===== src/rtl/controller_token_sync_if.sv =====
// Handshake bundle between the token controller and its left/right stages,
// the error detector and the stage data register.
interface controller_token_sync_if;
   logic lreq;
   logic lack;
   logic lereq;
   logic leack;
   logic rreq;
   logic rack;
   logic rereq;
   logic reack;
   logic sample;
   logic err0;
   logic err1;
   logic lclk;

   // master: the controller itself; slave: the surrounding stages
   modport master (
      input  lreq, leack, rack, rereq, err0, err1,
      output lack, lereq, rreq, reack, sample, lclk
   );

   modport slave (
      output lreq, leack, rack, rereq, err0, err1,
      input  lack, lereq, rreq, reack, sample, lclk
   );
endinterface


===== src/rtl/controller_token_sync.sv =====
// Speculative pipeline-stage token controller: captures left data, forwards it
// early, and re-captures on a detected timing error before confirming it final.
module controller_token_sync (
   input logic                    clk,
   input logic                    rst,
   controller_token_sync_if.master bus
);

   typedef enum logic [2:0] {
      StIdle,
      StCapture,
      StWaitLe,
      StSample,
      StCorrect,
      StRelease,
      StLack
   } state_e;

   state_e state_q, state_d;

   logic full_q, full_d;
   logic checked_q, checked_d;
   logic rreq_q, rreq_d;
   logic reack_q, reack_d;
   logic lack_q, lack_d;
   logic lereq_q, lereq_d;
   logic sample_q, sample_d;
   logic lclk_q, lclk_d;

   logic right_done;
   logic capture;

   // The held token is retired only once it has been confirmed final downstream.
   assign right_done = full_q && checked_q && !rreq_q && !bus.rack && !reack_q;
   assign capture    = (state_q == StIdle) && bus.lreq && !full_q && !rreq_q;

   // State register together with all registered outputs and flags.
   always_ff @(posedge clk) begin
      if (!rst) begin
         state_q   <= StIdle;
         full_q    <= 1'b1;
         checked_q <= 1'b1;
         rreq_q    <= 1'b1;
         reack_q   <= 1'b0;
         lack_q    <= 1'b0;
         lereq_q   <= 1'b0;
         sample_q  <= 1'b0;
         lclk_q    <= 1'b0;
      end else begin
         state_q   <= state_d;
         full_q    <= full_d;
         checked_q <= checked_d;
         rreq_q    <= rreq_d;
         reack_q   <= reack_d;
         lack_q    <= lack_d;
         lereq_q   <= lereq_d;
         sample_q  <= sample_d;
         lclk_q    <= lclk_d;
      end
   end

   always_comb begin
      state_d = state_q;
      case (state_q)
         StIdle:    if (capture) state_d = StCapture;
         StCapture: state_d = StWaitLe;
         StWaitLe:  if (bus.leack) state_d = StSample;
         StSample: begin
            // Err1 wins when both rails are high.
            if (bus.err1) begin
               state_d = StCorrect;
            end else if (bus.err0) begin
               state_d = StRelease;
            end
         end
         StCorrect: state_d = StRelease;
         StRelease: if (!bus.err0 && !bus.err1) state_d = StLack;
         StLack:    if (!bus.lreq && !bus.leack) state_d = StIdle;
         default:   state_d = StIdle;
      endcase
   end

   always_comb begin
      full_d    = full_q;
      checked_d = checked_q;
      if (right_done) begin
         full_d    = 1'b0;
         checked_d = 1'b0;
      end
      if (capture) begin
         full_d    = 1'b1;
         checked_d = 1'b0;
      end
      if ((state_q == StRelease) && (state_d == StLack)) begin
         checked_d = 1'b1;
      end

      rreq_d = rreq_q;
      if (rreq_q && bus.rack) begin
         rreq_d = 1'b0;
      end
      if (capture) begin
         rreq_d = 1'b1;
      end

      // Answer uses the settled flag so a fresh check is confirmed a cycle later.
      reack_d = bus.rereq && checked_q && !right_done;

      lclk_d   = (state_d == StCapture) || (state_d == StCorrect);
      sample_d = (state_d == StSample) || (state_d == StCorrect);
      lereq_d  = (state_d == StCapture) || (state_d == StWaitLe) ||
                 (state_d == StSample) || (state_d == StCorrect) ||
                 (state_d == StRelease);
      lack_d   = (state_d == StLack);
   end

   assign bus.lack   = lack_q;
   assign bus.lereq  = lereq_q;
   assign bus.rreq   = rreq_q;
   assign bus.reack  = reack_q;
   assign bus.sample = sample_q;
   assign bus.lclk   = lclk_q;

endmodule


===== src/flat_wrapper.sv =====
// flat-port wrapper written by rule: the top's interface ports become plain ports
module controller_token_sync_flat 
  (clk, rst, bus_lreq, bus_leack, bus_rack, bus_rereq, bus_err0, bus_err1, bus_lack, bus_lereq, bus_rreq, bus_reack, bus_sample, bus_lclk);
  controller_token_sync_if bus_i ();
  input logic clk;
  input logic rst;
  input wire logic [$bits(bus_i.lreq)-1:0] bus_lreq;
  input wire logic [$bits(bus_i.leack)-1:0] bus_leack;
  input wire logic [$bits(bus_i.rack)-1:0] bus_rack;
  input wire logic [$bits(bus_i.rereq)-1:0] bus_rereq;
  input wire logic [$bits(bus_i.err0)-1:0] bus_err0;
  input wire logic [$bits(bus_i.err1)-1:0] bus_err1;
  output wire logic [$bits(bus_i.lack)-1:0] bus_lack;
  output wire logic [$bits(bus_i.lereq)-1:0] bus_lereq;
  output wire logic [$bits(bus_i.rreq)-1:0] bus_rreq;
  output wire logic [$bits(bus_i.reack)-1:0] bus_reack;
  output wire logic [$bits(bus_i.sample)-1:0] bus_sample;
  output wire logic [$bits(bus_i.lclk)-1:0] bus_lclk;
  assign bus_i.lreq = bus_lreq;
  assign bus_i.leack = bus_leack;
  assign bus_i.rack = bus_rack;
  assign bus_i.rereq = bus_rereq;
  assign bus_i.err0 = bus_err0;
  assign bus_i.err1 = bus_err1;
  assign bus_lack = bus_i.lack;
  assign bus_lereq = bus_i.lereq;
  assign bus_rreq = bus_i.rreq;
  assign bus_reack = bus_i.reack;
  assign bus_sample = bus_i.sample;
  assign bus_lclk = bus_i.lclk;
  controller_token_sync u_core (.clk(clk), .rst(rst), .bus(bus_i));
endmodule

===== config.mk =====
export PLATFORM = sky130hd
export DESIGN_NAME = controller_token_sync_flat
export DESIGN_NICKNAME = d
export VERILOG_FILES = /design/src/rtl/controller_token_sync_if.sv /design/src/rtl/controller_token_sync.sv /design/src/flat_wrapper.sv
export SDC_FILE = /design/constraint.sdc
export NUM_CORES = 1
export LEC_CHECK = 0
export BUFFER_PORTS_ARGS = -buffer_cell sky130_fd_sc_hd__buf_4
export CAP_MARGIN = 0
export CORE_AREA = 2 2 39 41
export CTS_BUF_LIST = sky130_fd_sc_hd__clkbuf_8
export DETAILED_ROUTE_END_ITERATION = 6
export DIE_AREA = 0 0 41 43
export PLACE_DENSITY = 0.61
export SLEW_MARGIN = 25
export SYNTH_ARGS = -nofsm -noshare
export SYNTH_HDL_FRONTEND = slang
export SYNTH_SLANG_ARGS = --single-unit

===== constraint.sdc =====
create_clock -name clk -period 1.5 [get_ports clk]
set_input_delay 0.45 -clock clk [delete_from_list [all_inputs] [get_ports clk]]
set_output_delay 0.45 -clock clk [all_outputs]
set_load 0.03 [all_outputs]

==> metrics.md <==
| Metric | Value |
|---|---|
| Kind of capture point of the worst setup path | flop |
| Final Slew Violations | 0 |
| Seq cells post-synth | 11 |
| Starting utilization of the core area | 35.7% |
| Number of antenna violations at the first check in global routing | 0 |
| Sinks on Clock Net | 11 |
| Most common cell after layout, fill and taps aside | sky130_fd_sc_hd__buf_4 |
| Status | finished, final reports clean |
| Count of cells along the worst hold path | 3 |
| Count of maximum capacitance violations | 0 |
| Routed via count | 437 |
| Post-synthesis instance area | 494 µm² |
| RSZ-0062 raised after global routing | no |
| Routed wire length | 996 µm |
| Utilization of the core after routing | 47.2% |
| Async set or reset register ratio after synthesis | 0% |
| Kind of launch point of the worst setup path | flop |
| Total power divided by cell area | 1020 nW/µm² |
| Pin count of the biggest net entering global routing | 12 |
| Ys Warns | 0 |
| Clock tree from TritonCTS | built |
| Number of buffers inserted to repair setup after CTS | 0 |
| Critical path fanouts, max | 8 |
| Max Root-Sink Buffers | 2 |
| Slew at the pin with the worst max-slew slack | 326 ps |
| Net total in the final layout | 81 |
| Number of violations reported at the end of detailed-routing iteration 0 | 4 |
| Number of non-filler instances in the completed layout | 88 |
| Vias per Instance | 4.97 |
| Number of global-route vias before repair | 369 |
| Post-synthesis net count | 64 |
| Post-synth cell types | 24 |
| Worst clock skew on the final layout | 3.75 ps |
| Final Hold Viols | 0 |
| Synth-to-Final Area Change | 32.2% |
| Chip Width | 41 µm |
| DIE HEIGHT | 43 µm |
| Worst reg2reg path depth | 4 |
| Inserted Clock Buffers | 3 |
| Die outline area | 1760 µm² |
| Top-Level Pins | 14 |
| Endpoints failing setup | 0 |
| Row cnt | 14 |
| Max frequency | 775 MHz |
| Clock insertion delay at the later pin of the skew report | 240 ps |
| Required time of the critical path | 1660 ps |
| Category of the critical setup timing path | reg -> reg |
| Most frequent cells in the layout | 15 x sky130_fd_sc_hd__buf_4, 11 x sky130_fd_sc_hd__dfxtp_1 |
| Global-route usage over all layers | 14.1% |
| Maximum level of the CTS H-tree | 1 |
| Post-layout minimum cycle time | 1290 ps |
| Drc violations | 0 |
| Final Cycle Share | 86.0% |
| HPWL after detailed placement | 735 µm |
| CTS root buffer | sky130_fd_sc_hd__clkbuf_8 |
| Antenna cells | 0 |
| Minimum setup slack in the final design | 210 ps |
| Number of optimization iterations in the first detailed-route pass | 4 |
| Residual antenna-violating net count after detailed routing | 0 |
| Prevailing post-synth register cell | sky130_fd_sc_hd__dfxtp_1 |
| Worst EP arrival | 1450 ps |
| Number of enable-type register cells in the synthesized netlist | 0 |
| Final standard cell area without fillers | 653 µm² |
| Global placement routability congestion | 0.726 |
| Post-place setup slack | 34.5 ps |
| Count of cells resized by post-cts repair | 0 |
| Number of fillers in the final layout | 135 |
| Cts-stage hold buffer count | 0 |
| Clock transition at the registers of the reported paths | 50 ps |
| Fraction of the yosys area taken by sequential cells | 44.6% |
| Type of the tightest min-delay check | in -> reg |
| Relative slew slack | 78.1% |
| Synthesized netlist cell count | 56 |
| Static leakage | 0.285 nW |
| Floorplan core area | 1380 µm² |
| Maximum resistive drop on vdd | 494 µV |
| Syn Area/Cell | 8.83 µm² |
| Dpl cells | 84 |
| Wire length of the first global-routing pass | 1610 µm |
| Total gr overflow | 0 |
| Placed instance area | 608 µm² |
| Input/output buffers | 13 |
| Share of post-route cells with drive strength above 1 | 30.6% |
| Wire per inst | 11.3 µm |
| Total negative slack for setup checks | 0 ps |
worst paths after layout:
path | start | end | slack [ps]
max | u_core.state_q[0] | u_core.bus.lereq | 210
min | bus_rereq | u_core.bus.reack | 440
max reg2reg | u_core.state_q[0] | u_core.bus.lereq | 210
min reg2reg | u_core.checked_q | u_core.bus.reack | 510
final cells by class:
type	count	area, µm²	share of cell area [%]
Clock buffer	3	41.3	6.32
Clock inverter	1	3.75	0.575
Inverter	3	11.3	1.72
Multi-Input combinational cell	39	244	37.4
Sequential cell	11	220	33.7
Tap cell	16	20.0	3.07
Timing Repair Buffer	15	113	17.2
worst max-delay path: stages (launching register included):
cell                      delay [ps]
sky130_fd_sc_hd__dfxtp_1         320
sky130_fd_sc_hd__buf_4           160
sky130_fd_sc_hd__nor3_1          300
sky130_fd_sc_hd__nand3_1         230
sky130_fd_sc_hd__a21oi_1         210
synthesized netlist by cell type, types with 2 or more instances:
cell type | instances | area, µm²
sky130_fd_sc_hd__inv_1 | 3 | 11.3
sky130_fd_sc_hd__nor2_1 | 4 | 15.0
sky130_fd_sc_hd__o21ai_0 | 2 | 10.0
sky130_fd_sc_hd__clkbuf_1 | 2 | 7.51
sky130_fd_sc_hd__o21a_1 | 2 | 15.0
sky130_fd_sc_hd__nor2b_1 | 2 | 12.5
sky130_fd_sc_hd__nand2_1 | 4 | 15.0
sky130_fd_sc_hd__dfxtp_1 | 11 | 220
sky130_fd_sc_hd__or3_1 | 2 | 12.5
sky130_fd_sc_hd__nand3_1 | 4 | 20.0
sky130_fd_sc_hd__o211ai_1 | 3 | 22.5
sky130_fd_sc_hd__nor3_1 | 4 | 20.0
sky130_fd_sc_hd__a21boi_0 | 2 | 15.0
registers in the layout, summed over array words and instances (netlist names):
| name | flops |
|---|---|
| u_core.full_q | 1 |
| u_core.checked_q | 1 |
| u_core.bus.lclk | 1 |
| u_core.bus.reack | 1 |
| u_core.bus.lack | 1 |
| u_core.bus.sample | 1 |
| u_core.bus.rreq | 1 |
| u_core.state_q | 3 |
| u_core.bus.lereq | 1 |
report_power, final:
group	internal, mW	switching (mW)
clock	0.179	0.108
sequential	0.303	0.00620
combinational	0.0325	0.0348
cells by family after synthesis:
| logic type | share of synthesized area [%] |
|---|---|
| mux | 2.28 |
| buf+inv | 6.08 |
| compound gates | 21.8 |
| simple gates | 25.3 |
| flops | 44.6 |
stage by stage:
step                      hold slack, ps  power, mW
after floorplan                      466      0.350
after global placement               493      0.382
after detailed placement             496      0.383
after CTS                            435      0.671
after global routing                 439      0.700
final                                439      0.664
metal layers:
metal / routed length (µm) / up-vias / track usage, % / part of all wire [%]
met1: 495 / 190 / 20.6 / 50
met5: 0 / - / 0 / 0
met3: 78 / 2 / 4.71 / 7.8
met4: 9 / 0 / 12.0 / 0.90
li1: - / 234 / - / -
met2: 413 / 11 / 15.6 / 41
No activity file was read; power rests on OpenSTA's default activity.
